`src/rtl/scaler_ctrl_pkg.sv`:
```
// Shared types and helpers for the clkscaler trigger sequencer.
package scaler_ctrl_pkg;

   localparam int unsigned NUM_RATES_DEF = 6;
   localparam int unsigned IDX_W_DEF     = 3;

   typedef enum logic [1:0] {
      ST_STOP,
      ST_RUN,
      ST_SETTLE
   } state_t;

   // Callers truncate to their trigger width (at most 32 rates).
   function automatic logic [31:0] onehot(input logic [31:0] idx);
      return 32'd1 << idx;
   endfunction

endpackage

```
`src/rtl/rise_pulse.sv`:
```
// Registers a level input once and flags its rising edge for one clk cycle.
module rise_pulse (
   input  logic clk,
   input  logic reset,
   input  logic level,
   output logic pulse
);

   logic lvl_q;
   logic lvl_q_d;

   // Both stages track the live level during reset so an input held across
   // reset release is not mistaken for a fresh rising edge.
   always_ff @(posedge clk) begin
      if (reset) begin
         lvl_q   <= level;
         lvl_q_d <= level;
      end else begin
         lvl_q   <= level;
         lvl_q_d <= lvl_q;
      end
   end

   assign pulse = lvl_q & ~lvl_q_d;

endmodule

```
`src/rtl/scaler_rate_ctrl.sv`:
```
// Run/stop, rate-step and auto-sweep sequencer driving the one-hot clkscaler
// trigger, with an enforced idle gap after every rate change.
module scaler_rate_ctrl
   import scaler_ctrl_pkg::*;
#(
   parameter int unsigned NUM_RATES    = NUM_RATES_DEF,
   parameter int unsigned IDX_W        = IDX_W_DEF,
   parameter int unsigned DEFAULT_IDX  = 2,
   parameter int unsigned SETTLE_TICKS = 2,
   parameter int unsigned DWELL_TICKS  = 10,
   parameter int unsigned TICK_W       = 8
) (
   input  logic                 clk,
   input  logic                 reset,
   input  logic                 start_stop,
   input  logic                 step_up,
   input  logic                 step_down,
   input  logic                 sweep_en,
   input  logic                 ref_tick,
   output logic [NUM_RATES-1:0] trigger,
   output logic [IDX_W-1:0]     rate_idx,
   output logic                 running,
   output logic                 settling
);

   localparam logic [IDX_W-1:0]  MAX_IDX    = IDX_W'(NUM_RATES - 1);
   localparam logic [IDX_W-1:0]  RST_IDX    = IDX_W'(DEFAULT_IDX);
   localparam logic [TICK_W-1:0] SETTLE_END = TICK_W'(SETTLE_TICKS);
   localparam logic [TICK_W-1:0] DWELL_END  = TICK_W'(DWELL_TICKS);

   state_t              state;
   logic [TICK_W-1:0]   tick_cnt;
   logic [TICK_W-1:0]   tick_next;
   logic                ref_q;
   logic                sweep_q;
   logic                ss_ev;
   logic                up_ev;
   logic                dn_ev;
   logic                step_ok;
   logic [IDX_W-1:0]    step_idx;
   logic [IDX_W-1:0]    sweep_idx;

   rise_pulse u_ss (.clk(clk), .reset(reset), .level(start_stop), .pulse(ss_ev));
   rise_pulse u_up (.clk(clk), .reset(reset), .level(step_up),    .pulse(up_ev));
   rise_pulse u_dn (.clk(clk), .reset(reset), .level(step_down),  .pulse(dn_ev));

   always_comb begin
      step_ok  = 1'b0;
      step_idx = rate_idx;
      if (up_ev && !dn_ev && rate_idx != MAX_IDX) begin
         step_ok  = 1'b1;
         step_idx = rate_idx + IDX_W'(1);
      end else if (dn_ev && !up_ev && rate_idx != '0) begin
         step_ok  = 1'b1;
         step_idx = rate_idx - IDX_W'(1);
      end
      sweep_idx = (rate_idx == MAX_IDX) ? '0 : rate_idx + IDX_W'(1);
      tick_next = tick_cnt + TICK_W'(1);
   end

   always_ff @(posedge clk) begin
      if (reset) begin
         state    <= ST_STOP;
         rate_idx <= RST_IDX;
         trigger  <= '0;
         running  <= 1'b0;
         settling <= 1'b0;
         tick_cnt <= '0;
         ref_q    <= 1'b0;
         sweep_q  <= 1'b0;
      end else begin
         ref_q   <= ref_tick;
         sweep_q <= sweep_en;
         case (state)
            ST_STOP: begin
               if (ss_ev) begin
                  state    <= ST_SETTLE;
                  running  <= 1'b1;
                  settling <= 1'b1;
                  tick_cnt <= '0;
               end else if (step_ok) begin
                  rate_idx <= step_idx;
               end
            end
            ST_RUN: begin
               if (ss_ev) begin
                  state    <= ST_STOP;
                  trigger  <= '0;
                  running  <= 1'b0;
                  tick_cnt <= '0;
               end else if (step_ok) begin
                  state    <= ST_SETTLE;
                  rate_idx <= step_idx;
                  trigger  <= '0;
                  settling <= 1'b1;
                  tick_cnt <= '0;
               end else if (!sweep_q) begin
                  tick_cnt <= '0;
               end else if (ref_q) begin
                  if (tick_next == DWELL_END) begin
                     state    <= ST_SETTLE;
                     rate_idx <= sweep_idx;
                     trigger  <= '0;
                     settling <= 1'b1;
                     tick_cnt <= '0;
                  end else begin
                     tick_cnt <= tick_next;
                  end
               end
            end
            ST_SETTLE: begin
               if (ss_ev) begin
                  state    <= ST_STOP;
                  running  <= 1'b0;
                  settling <= 1'b0;
                  tick_cnt <= '0;
               end else if (step_ok) begin
                  // Restart the gap; a coincident ref_tick is dropped here.
                  rate_idx <= step_idx;
                  tick_cnt <= '0;
               end else if (ref_q) begin
                  if (tick_next == SETTLE_END) begin
                     state    <= ST_RUN;
                     trigger  <= NUM_RATES'(onehot(32'(rate_idx)));
                     settling <= 1'b0;
                     tick_cnt <= '0;
                  end else begin
                     tick_cnt <= tick_next;
                  end
               end
            end
            default: begin
               state    <= ST_STOP;
               trigger  <= '0;
               running  <= 1'b0;
               settling <= 1'b0;
               tick_cnt <= '0;
            end
         endcase
      end
   end

endmodule

```
`config.mk`:
```
export PLATFORM = sky130hd
export DESIGN_NAME = scaler_rate_ctrl
export DESIGN_NICKNAME = d
export VERILOG_FILES = /design/src/rtl/scaler_ctrl_pkg.sv /design/src/rtl/rise_pulse.sv /design/src/rtl/scaler_rate_ctrl.sv
export SDC_FILE = /design/constraint.sdc
export NUM_CORES = 1
export LEC_CHECK = 0
export ABC_AREA = 1
export BUFFER_PORTS_ARGS = -buffer_cell sky130_fd_sc_hd__buf_2
export CORE_MARGIN = 2
export CORE_UTILIZATION = 59
export CTS_CLUSTER_SIZE = 8
export DETAILED_ROUTE_END_ITERATION = 12
export PLACE_DENSITY = 0.89
export SLEW_MARGIN = 20
export SYNTH_ARGS = -nofsm -noshare
export SYNTH_HDL_FRONTEND = slang
export SYNTH_HIERARCHICAL = 1
export SYNTH_SLANG_ARGS = --single-unit
export TNS_END_PERCENT = 100
```
`constraint.sdc`:
```
create_clock -name clk -period 2.5 [get_ports clk]
set_input_delay 0 -clock clk [delete_from_list [all_inputs] [get_ports clk]]
set_output_delay 0 -clock clk [all_outputs]
set_load 0.02 [all_outputs]
```
==> results of run 1 <==
routing by layer:
layer	vias to the layer above	wire, um	GRT usage, %	share of wire, %
met2	34	1850	41.9	47
met4	0	58	8.70	1.5
met5	-	0	0	0
met1	811	1840	30.9	47
met3	6	155	6.18	4.0
li1	949	-	-	-
logic make-up (layout without fill, tap and decap cells):
kind of cell    after synthesis  in the layout  synth area share [%]
flops                        29             29                  30.8
xor+xnor                      1              1                 0.465
buf+inv                      50             79                  10.5
simple gates                148            148                  36.3
fa+ha+maj                    12             12                  7.97
compound gates               42             42                  14.0
placed cells by master, fill, tap and decap left out, drive strengths merged:
cell type and count:
nor3 1, dfxtp 29, o21ai 19, nand4 3
buf 17, nor2 50, a21oi 13, nand3 21
inv 46, clkbuf 6, o211a 1, nand3b 1
dlygate4sd3 6, a31oi 1, o22ai 1, a22oi 1
clkinv 4, xnor2 1, o31ai 1, nand2 72
o221ai 2, o21bai 1, ha 12, o211ai 2
cell type report:
type	instances	area [um2]
inverter	48	185
fill	290	930
clock inverter	2	10.0
tap	44	55.1
sequential	29	581
clock buffer	6	41.3
multi-input combinational	203	1110
timing repair buffer	23	145
final timing paths:
check | end | from | slack [ns] | depth (start not counted)
max reg2reg | tick_cnt[1] | rate_idx[1] | 0.43 | 11
max | tick_cnt[1] | rate_idx[1] | 0.43 | 11
min | u_ss/lvl_q | start_stop | 0.31 | 2
min reg2reg | u_dn/lvl_q_d | u_dn/lvl_q | 0.45 | 2
what timing repair did:
item | in CTS | in global routing
gates resized for setup | 0 | 0
hold endpoints to repair | 10 | 0
hold buffers | 6 | 0
power groups by stage:
stage | clock, mW | sequential [mW] | combinational, mW
after global routing | 0.298 | 0.712 | 1.31
after CTS | 0.282 | 0.693 | 1.15
final | 0.271 | 0.694 | 1.16
after global placement | 0 | 0.699 | 1.11
after floorplan | 0 | 0.760 | 0.818
after detailed placement | 0 | 0.703 | 1.14
per-stage QoR:
stage          worst slack [ns]  cells
2_1_floorplan             0.584    282
3_3_place_gp              0.526    341
3_5_place_dp              0.476    341
4_1_cts                   0.443    355
5_1_grt                   0.188    355
6_report                  0.433    355
sequential cells by signal (all words and copies together) (netlist names):
register      cells
rate_idx          3
ref_q             1
running           1
settling          1
state             2
sweep_q           1
tick_cnt          8
trigger           6
u_dn/lvl_q        1
u_dn/lvl_q_d      1
u_ss/lvl_q        1
u_ss/lvl_q_d      1
u_up/lvl_q        1
u_up/lvl_q_d      1
worst max-delay path: cells and delay by family (launching register included):
family / cells / cell delay (ns)
AOI/OAI and AO/OA: 4 / 0.55
buffers and inverters: 3 / 0.43
adders and majority gates: 1 / 0.22
DFF: 1 / 0.40
and+or+nand+nor: 3 / 0.39
==> flow_summary.toml, run 1 <==
[drt]
vias = 1800
drtAntennaViolNets = 0
detail_route.iter0.violations = 103
dr.pass1.iters = 4
via_per_inst = 5.07
drt-total-wl_mm = 3.90
drc_errors = 0
avgRoutedWirePerCell_um = 11.0

[critical_path]
critPathSlowestCell = "dfxtp_1"
startpoint_type = "flop"
slowest_delay_ns = 0.40
cp.required_ns = 2.77
crit_chain = "inv_1 > ha_1 > nand2_1 > nand3_2 > nand2_2 > inv_1 > o21ai_2 > o21ai_4 > inv_2 > o21ai_0 > a21oi_1"
critPathMostFrequentCell = "inv_1"
cp_max_fo = 10
critPathKind = "flop to flop"
crit_path_end_kind = "flop"
arrival_ns = 2.34

[sta]
setup_viol = 0
timing.fmax_ghz = 0.484
rsz0062_at_grt = "false"
hold_viol = 0
fin_setup_tns_ns = 0
relSlewSlack_pct = 66.6
finClkSkew_ns = 0.00377
period_needed_ns = 2.07
whs_ns = 0.314
tightest_slew_ns = 0.498
finalCritPeriodShare_pct = 82.7
maxSlewViolCount = 0

[clocking]
clkTransAtPathRegs_ns = 0.09
postCtsSetupBuffers = 0
htreeDepth = 2
clock_latency_ns = 0.33
cts_tree = "built"
clockBufferDepth = 2
cts.sinks = 29
cts-root-buf = "clkbuf_4"
numCtsBuffers = 5

[pwr]
leakage_nw = 1.06
internal_power_mw = 1.09
seqPwrFrac_pct = 32.7
p_switching_mw = 1.03
combPwrFrac_pct = 54.5
ir_worst_vdd_mv = 0.667
swShare_pct = 48.8
powerDensity_mw_per_mm2 = 999
total_power_mw = 2.12
p_clk_share_pct = 12.8

[worst_hold_path]
hold_path_class = "input port to flop"

[status]
outcome = "completed"

[floorplan]
io_pins = 18
die_width_um = 60.5
initial_utilization_pct = 61.7
die_area_mm2 = 0.00366
core_area_mm2 = 0.00305
fp-row-count = 20
fp.dieH_um = 60.5

[synth]
synth_most_common_cell = "nand2_1"
syn-num-nets = 301
netlist_top_cells_count = "66 x nand2_1, 43 x inv_1, 42 x nor2_1"
synthCells = 282
syn_avg_cell_area_um2 = 6.68
synth_area_leaders = "dfxtp_1 31%, nand2_1 13%, inv_1 8.6%"
yosysSeqAreaShare_pct = 30.8
synth_seq_cells = 29
ys.flop_type = "dfxtp_1"
syn_area_mm2 = 0.00188
synth-edff-count = 0
synthArstFlopShare_pct = 0
ys_types = 36
synth-warning-count = 6
synth.largest_area_cell = "dfxtp_1"
yosysTopAreaCellShare_pct = 30.8

[global_route]
grt_pass1_vias = 1623
grt_max_degree = 20
track_usage_pct = 24.8
grt-ovfl-total = 0
antenna_found_initial = 0
grt_pass1_wl_mm = 6.81

[placed_design]
io_buffers = 17
post-dp-hpwl_mm = 2.95
dpl-instance-area_mm2 = 0.00201
gp_congestion = 0.924

[layout]
fin_nets = 329
fin_util_pct = 69.5
areaGrowthSynthToFinish_pct = 12.7
diodes = 0
drive_gt1_share_pct = 17.4
finish.instance_area_mm2 = 0.00212

[job]
max_cap_violations = 0
Note: power is estimated with default switching activity, not from simulation.
==> run 2, diff against run 1 <==
CORE_UTILIZATION = 53   (was 59)
PLACE_DENSITY = 0.85   (was 0.89)
clock period = 1.8 ns   (was 2.5 ns; I/O delays follow)
==> flow_summary.toml, run 2 (same netlist as run 1, synthesis figures left out) <==
[critical_path]
arrival_ns = 2.05
slowest_delay_ns = 0.38
critPathSlowestCell = "dfxtp_4"
critPathMostFrequentCell = "nand2_4"
startpoint_type = "flop"
crit_path_end_kind = "flop"
cp_max_fo = 10
cp.required_ns = 2.01
critPathKind = "flop to flop"
crit_chain = "inv_4 > ha_4 > nand2_4 > nand2_4 > nand2_4 > nor2_4 > inv_2 > nor2_4 > inv_2 > o21ai_4 > inv_4 > o21ai_1 > a21oi_1"

[floorplan]
fp-row-count = 21
fp.dieH_um = 63.6
initial_utilization_pct = 56.0
die_width_um = 63.6
core_area_mm2 = 0.00336
io_pins = 18
die_area_mm2 = 0.00405

[clocking]
clockBufferDepth = 2
clock_latency_ns = 0.33
numCtsBuffers = 5
cts-root-buf = "clkbuf_4"
cts_tree = "built"
cts.sinks = 29
htreeDepth = 2
clkTransAtPathRegs_ns = 0.09

[sta]
setup_slack_ns = -0.0387
period_needed_ns = 1.84
finClkSkew_ns = 0.0104
tightest_slew_ns = 0.597
timing.fmax_ghz = 0.544
finalCritPeriodShare_pct = 102
fin_setup_tns_ns = -0.137
maxSlewViolCount = 0
hold_viol = 0
whs_ns = 0.334
rsz0062_at_grt = "true"
setup_viol = 6
relSlewSlack_pct = 60.0

[layout]
fin_nets = 361
final.fill_count = 218
largest_register = "tick_cnt"
largest_register_ffs = 8
diodes = 0
drive_gt1_share_pct = 38.3
seq_area_um2 = 594
largestRegisters = "tick_cnt x8, trigger x6, rate_idx x3"
final_cell_mix = "51 x nand2_1, 36 x inv_1, 32 x nor2_1, 22 x buf_4, 22 x dfxtp_1"
areaGrowthSynthToFinish_pct = 43.0
final_common_cell = "nand2_1"
multi_input_area_mm2 = 0.00138

[drt]
dr.pass1.iters = 5
detail_route.iter0.violations = 208
drt-total-wl_mm = 5.63
vias = 2109
avgRoutedWirePerCell_um = 14.5
via_per_inst = 5.44
drc_errors = 0
drtAntennaViolNets = 0

[status]
outcome = "finished, violations left"
violations = "setup timing"

[global_route]
track_usage_pct = 26.0
grt_pass1_vias = 1948
grt_pass1_wl_mm = 8.38
grt_max_degree = 20
antenna_found_initial = 0
grt-ovfl-total = 0

[pwr]
leakage_nw = 1.25
p_clk_share_pct = 11.0
combPwrFrac_pct = 62.1
seqPwrFrac_pct = 26.9
internal_power_mw = 1.89
p_switching_mw = 1.79
ir_worst_vdd_mv = 1.06
swShare_pct = 48.6
powerDensity_mw_per_mm2 = 1370

[job]
max_cap_violations = 0

[placed_design]
gp_congestion = 0.891
io_buffers = 17
post-dp-hpwl_mm = 3.02

[worst_hold_path]
hold_path_class = "input port to flop"
[run 2: cell types whose count changed in the layout (fill, tap and decap cells not counted), sizes merged]
cell / delta
inv: -1
buf: +25
clkinv: -2
clkinvlp: +1
dlygate4sd3: +7
clkbuf: +1
[run 2: power by group through the flow]
stage | sequential (mW) | clock, mW | combinational [mW]
finish | 0.989 | 0.406 | 2.29
global route | 1.01 | 0.447 | 2.49
CTS | 0.943 | 0.409 | 1.84
detailed placement | 0.955 | 0 | 1.73
global placement | 0.948 | 0 | 1.70
floorplan | 1.06 | 0 | 1.14
[run 2: stage by stage]
stage | instance area [um2] | setup WS (ns) | cells | total power [mW] | utilization (%)
after floorplan | 1890 | 0.0147 | 282 | 2.20 | -
after global placement | 2120 | -0.0273 | 357 | 2.65 | 63.1
after detailed placement | 2120 | -0.0555 | 357 | 2.69 | 63.1
after CTS | 2380 | 0.00229 | 381 | 3.19 | 70.8
after global routing | 2690 | -0.140 | 388 | 3.94 | 80.1
final | 2690 | -0.0387 | 388 | 3.68 | 80.1
[run 2: repair_timing]
| action | CTS | global route |
|---|---|---|
| gates resized for setup | 15 | 71 |
| cloned | 0 | 0 |
| pin swaps | 4 | 21 |
| endpoints found under the setup margin | 10 | 20 |
| hold buffers | 13 | 0 |
| buffers inserted | 4 | 7 |
| endpoints found under the hold margin | 10 | 0 |
[run 2: final cells by class]
type	count	share of cell area, %
Timing Repair Buffer	55	15.4
Multi-Input combinational cell	203	51.1
Sequential cell	29	22.1
Tap cell	46	2.14
Clock buffer	7	2.04
Inverter	48	7.29
[run 2: path summary, 6_finish.rpt]
kind                     from           to  slack [ns]  cells past startpoint
setup / recovery  rate_idx[0]  tick_cnt[5]       -0.04                     13
hold reg to reg      settling     settling        0.46                      2
hold / removal        step_up   u_up/lvl_q        0.33                      2
setup reg to reg  rate_idx[0]  tick_cnt[5]       -0.04                     13
[run 2: metal layers]
layer	track usage, %	part of all wire, %
met1	31.4	40
met2	43.8	50
met3	7.14	6.6
met4	9.78	3.4
met5	0	0
[run 2: critical path: cells and delay by family (launching register included)]
kind | cells | cell delay, ns
flops | 1 | 0.38
buf+inv | 4 | 0.30
fa+ha+maj | 1 | 0.15
simple gates | 5 | 0.43
compound gates | 3 | 0.47
==> run 3, diff against run 2 <==
ABC_AREA = default   (was 1)
CORE_UTILIZATION = 52   (was 53)
PLACE_DENSITY = 0.84   (was 0.85)
==> flow_summary.toml, run 3 <==
[status]
outcome = "finished, violations left"
violations = "setup timing"

[clocking]
cts.sinks = 29
cts_tree = "built"
cts-root-buf = "clkbuf_4"
htreeDepth = 2
clockBufferDepth = 2
clock_latency_ns = 0.33
clkTransAtPathRegs_ns = 0.09
numCtsBuffers = 5

[layout]
final_common_cell = "buf_4"
fin_nets = 308
largestRegisters = "tick_cnt x8, trigger x6, rate_idx x3"
drive_gt1_share_pct = 44.8
final_cell_mix = "54 x buf_4, 20 x dfxtp_1, 17 x a21oi_1, 17 x buf_2, 15 x nor2_1"
areaGrowthSynthToFinish_pct = 47.8
fin_util_pct = 79.0
final_cells = 336
diodes = 0
largest_register_ffs = 8
largest_register = "tick_cnt"

[sta]
fin_setup_tns_ns = -5.89
rsz0062_at_grt = "true"
relSlewSlack_pct = 62.4
setup_viol = 20
tightest_slew_ns = 0.564
hold_viol = 0
timing.fmax_ghz = 0.453
setup_slack_ns = -0.409
maxSlewViolCount = 0
finClkSkew_ns = 0.00398
finalCritPeriodShare_pct = 123
period_needed_ns = 2.21

[drt]
detail_route.iter0.violations = 159
dr.pass1.iters = 4
vias = 1960
drc_errors = 0
drt-total-wl_mm = 5.39
avgRoutedWirePerCell_um = 16.0
drtAntennaViolNets = 0
via_per_inst = 5.83

[critical_path]
crit_path_end_kind = "flop"
critPathKind = "flop to flop"
cp.required_ns = 2.06
crit_chain = "inv_1 > or4_4 > a211oi_4 > buf_6 > a21oi_4 > or4b_1 > a21oi_1"
cp_max_fo = 6
crit_buf_inv = 2
critPathSlowestCell = "or4_4"
r2r_cells = 7
startpoint_type = "flop"
crit_path_start = "tick_cnt[5]"
crit_family = "simple AND/OR/NAND/NOR gates"
r2r_start = "tick_cnt[5]"
slowest_delay_ns = 0.56
r2r_setup_slack_ns = -0.41
crit-reg2reg-capture = "trigger[2]"
arrival_ns = 2.47

[global_route]
grt-ovfl-total = 0
grt_pass1_vias = 1893
antenna_found_initial = 0
grt_pass1_wl_mm = 8.38
grt_max_degree = 26
track_usage_pct = 26.9

[worst_hold_path]
hp-start = "reset"
holdPathStages = 2
hold_path_class = "input port to flop"
hold_path_end = "rate_idx[2]"

[synth]
ys_types = 48
synth_area_leaders = "dfxtp_1 33%, ha_1 8.5%, a21oi_1 5.7%"
synth_seq_cells = 29
netlist_top_cells_count = "29 x dfxtp_1, 20 x a21oi_1, 16 x nand2_1, 16 x nor2_1, 16 x o21ai_0"
syn_avg_cell_area_um2 = 8.27
syn-num-nets = 233
synth-edff-count = 0
syn_area_mm2 = 0.00177
synthArstFlopShare_pct = 0
synthCells = 214
ys.flop_type = "dfxtp_1"
synth-warning-count = 6
synth_most_common_cell = "dfxtp_1"
yosysTopAreaCellShare_pct = 32.8
yosysSeqAreaShare_pct = 32.8
synth.largest_area_cell = "dfxtp_1"

[pwr]
ir_worst_vdd_mv = 0.701
leakage_nw = 1.09
powerDensity_mw_per_mm2 = 700

[placed_design]
gp_congestion = 0.906
io_buffers = 17
placed_cells_incl_taps = 318
post-dp-hpwl_mm = 3.39

[floorplan]
fp-row-count = 21
die_width_um = 62.4
io_pins = 18
initial_utilization_pct = 53.5
core_area_mm2 = 0.00331
fp.dieH_um = 62.4
die_area_mm2 = 0.00389

[job]
max_cap_violations = 0
## run 3: cell types whose count changed in the layout (fill, tap and decap cells not counted), moves of 8 or more
cell / change
nand2_1: -37
buf_4: +32
inv_1: -25
nor2_1: -17
nand2_2: -11
nor2_2: -10
dlygate4sd3_1: -8
nor2b_1: +8
## run 3: how the worst max path moves through the flow
stage	slack, ns	depth (start not counted)	end
4_1_cts	-0.38	7	trigger[2]
2_1_floorplan	-0.59	8	trigger[1]
3_3_place_gp	-0.42	6	trigger[0]
3_5_place_dp	-0.48	6	trigger[2]
6_report	-0.41	7	trigger[2]
5_1_grt	-0.49	9	tick_cnt[3]
## run 3: layout make-up
cell class | instances | area [um2]
clock buffers | 8 | 58.8
fillers | 207 | 694
inverters | 13 | 53.8
multi-input cells | 161 | 1270
flip-flops and latches | 29 | 602
well taps | 46 | 57.6
repair buffers | 79 | 574
## run 3: power breakdown
part | switching [mW] | total, mW | internal (mW) | leakage (nW)
registers | 0.0318 | 0.711 | 0.680 | 0.242
logic | 0.367 | 0.703 | 0.336 | 0.811
clock network | 0.224 | 0.416 | 0.192 | 0.0326
## run 3: stage by stage
| stage | hold WS (ns) | power (mW) | worst slack [ns] | area [um2] |
|---|---|---|---|---|
| 2_1_floorplan | 0.0277 | 1.06 | -0.591 | 1830 |
| 3_3_place_gp | 0.117 | 1.30 | -0.418 | 2300 |
| 3_5_place_dp | 0.120 | 1.31 | -0.478 | 2300 |
| 4_1_cts | 0.114 | 1.76 | -0.379 | 2530 |
| 5_1_grt | 0.139 | 1.92 | -0.487 | 2620 |
| 6_report | 0.134 | 1.83 | -0.409 | 2620 |
## run 3: metal layers
metal | vias up | part of all wire [%] | GRT usage, %
met1 | 937 | 41 | 32.3
met3 | 10 | 7.4 | 6.70
met4 | 0 | 1.7 | 9.17
met2 | 87 | 50 | 47.0
met5 | - | 0 | 0
li1 | 926 | - | -
## run 3: what timing repair did
item                                    CTS  global route
setup buffers                             2             3
resized for setup                        28            17
pin swaps                                21             3
endpoints found under the setup margin   20            20
endpoints found under the hold margin     8             0
hold buffers                              5             0
## run 3: cell families after synthesis
group	synth area share (%)
and+or+nand+nor	22.6
AOI/OAI and AO/OA	24.1
DFF	32.8
buffers and inverters	5.23
adders and majority gates	8.48
muxes	4.81
xor gates and xnor gates	1.98
## run 3: worst reg2reg max path: stages (launching register included)
cell	delay [ns]
dfxtp_1	0.38
inv_1	0.08
or4_4	0.56
a211oi_4	0.22
buf_6	0.16
a21oi_4	0.08
or4b_1	0.53
a21oi_1	0.13
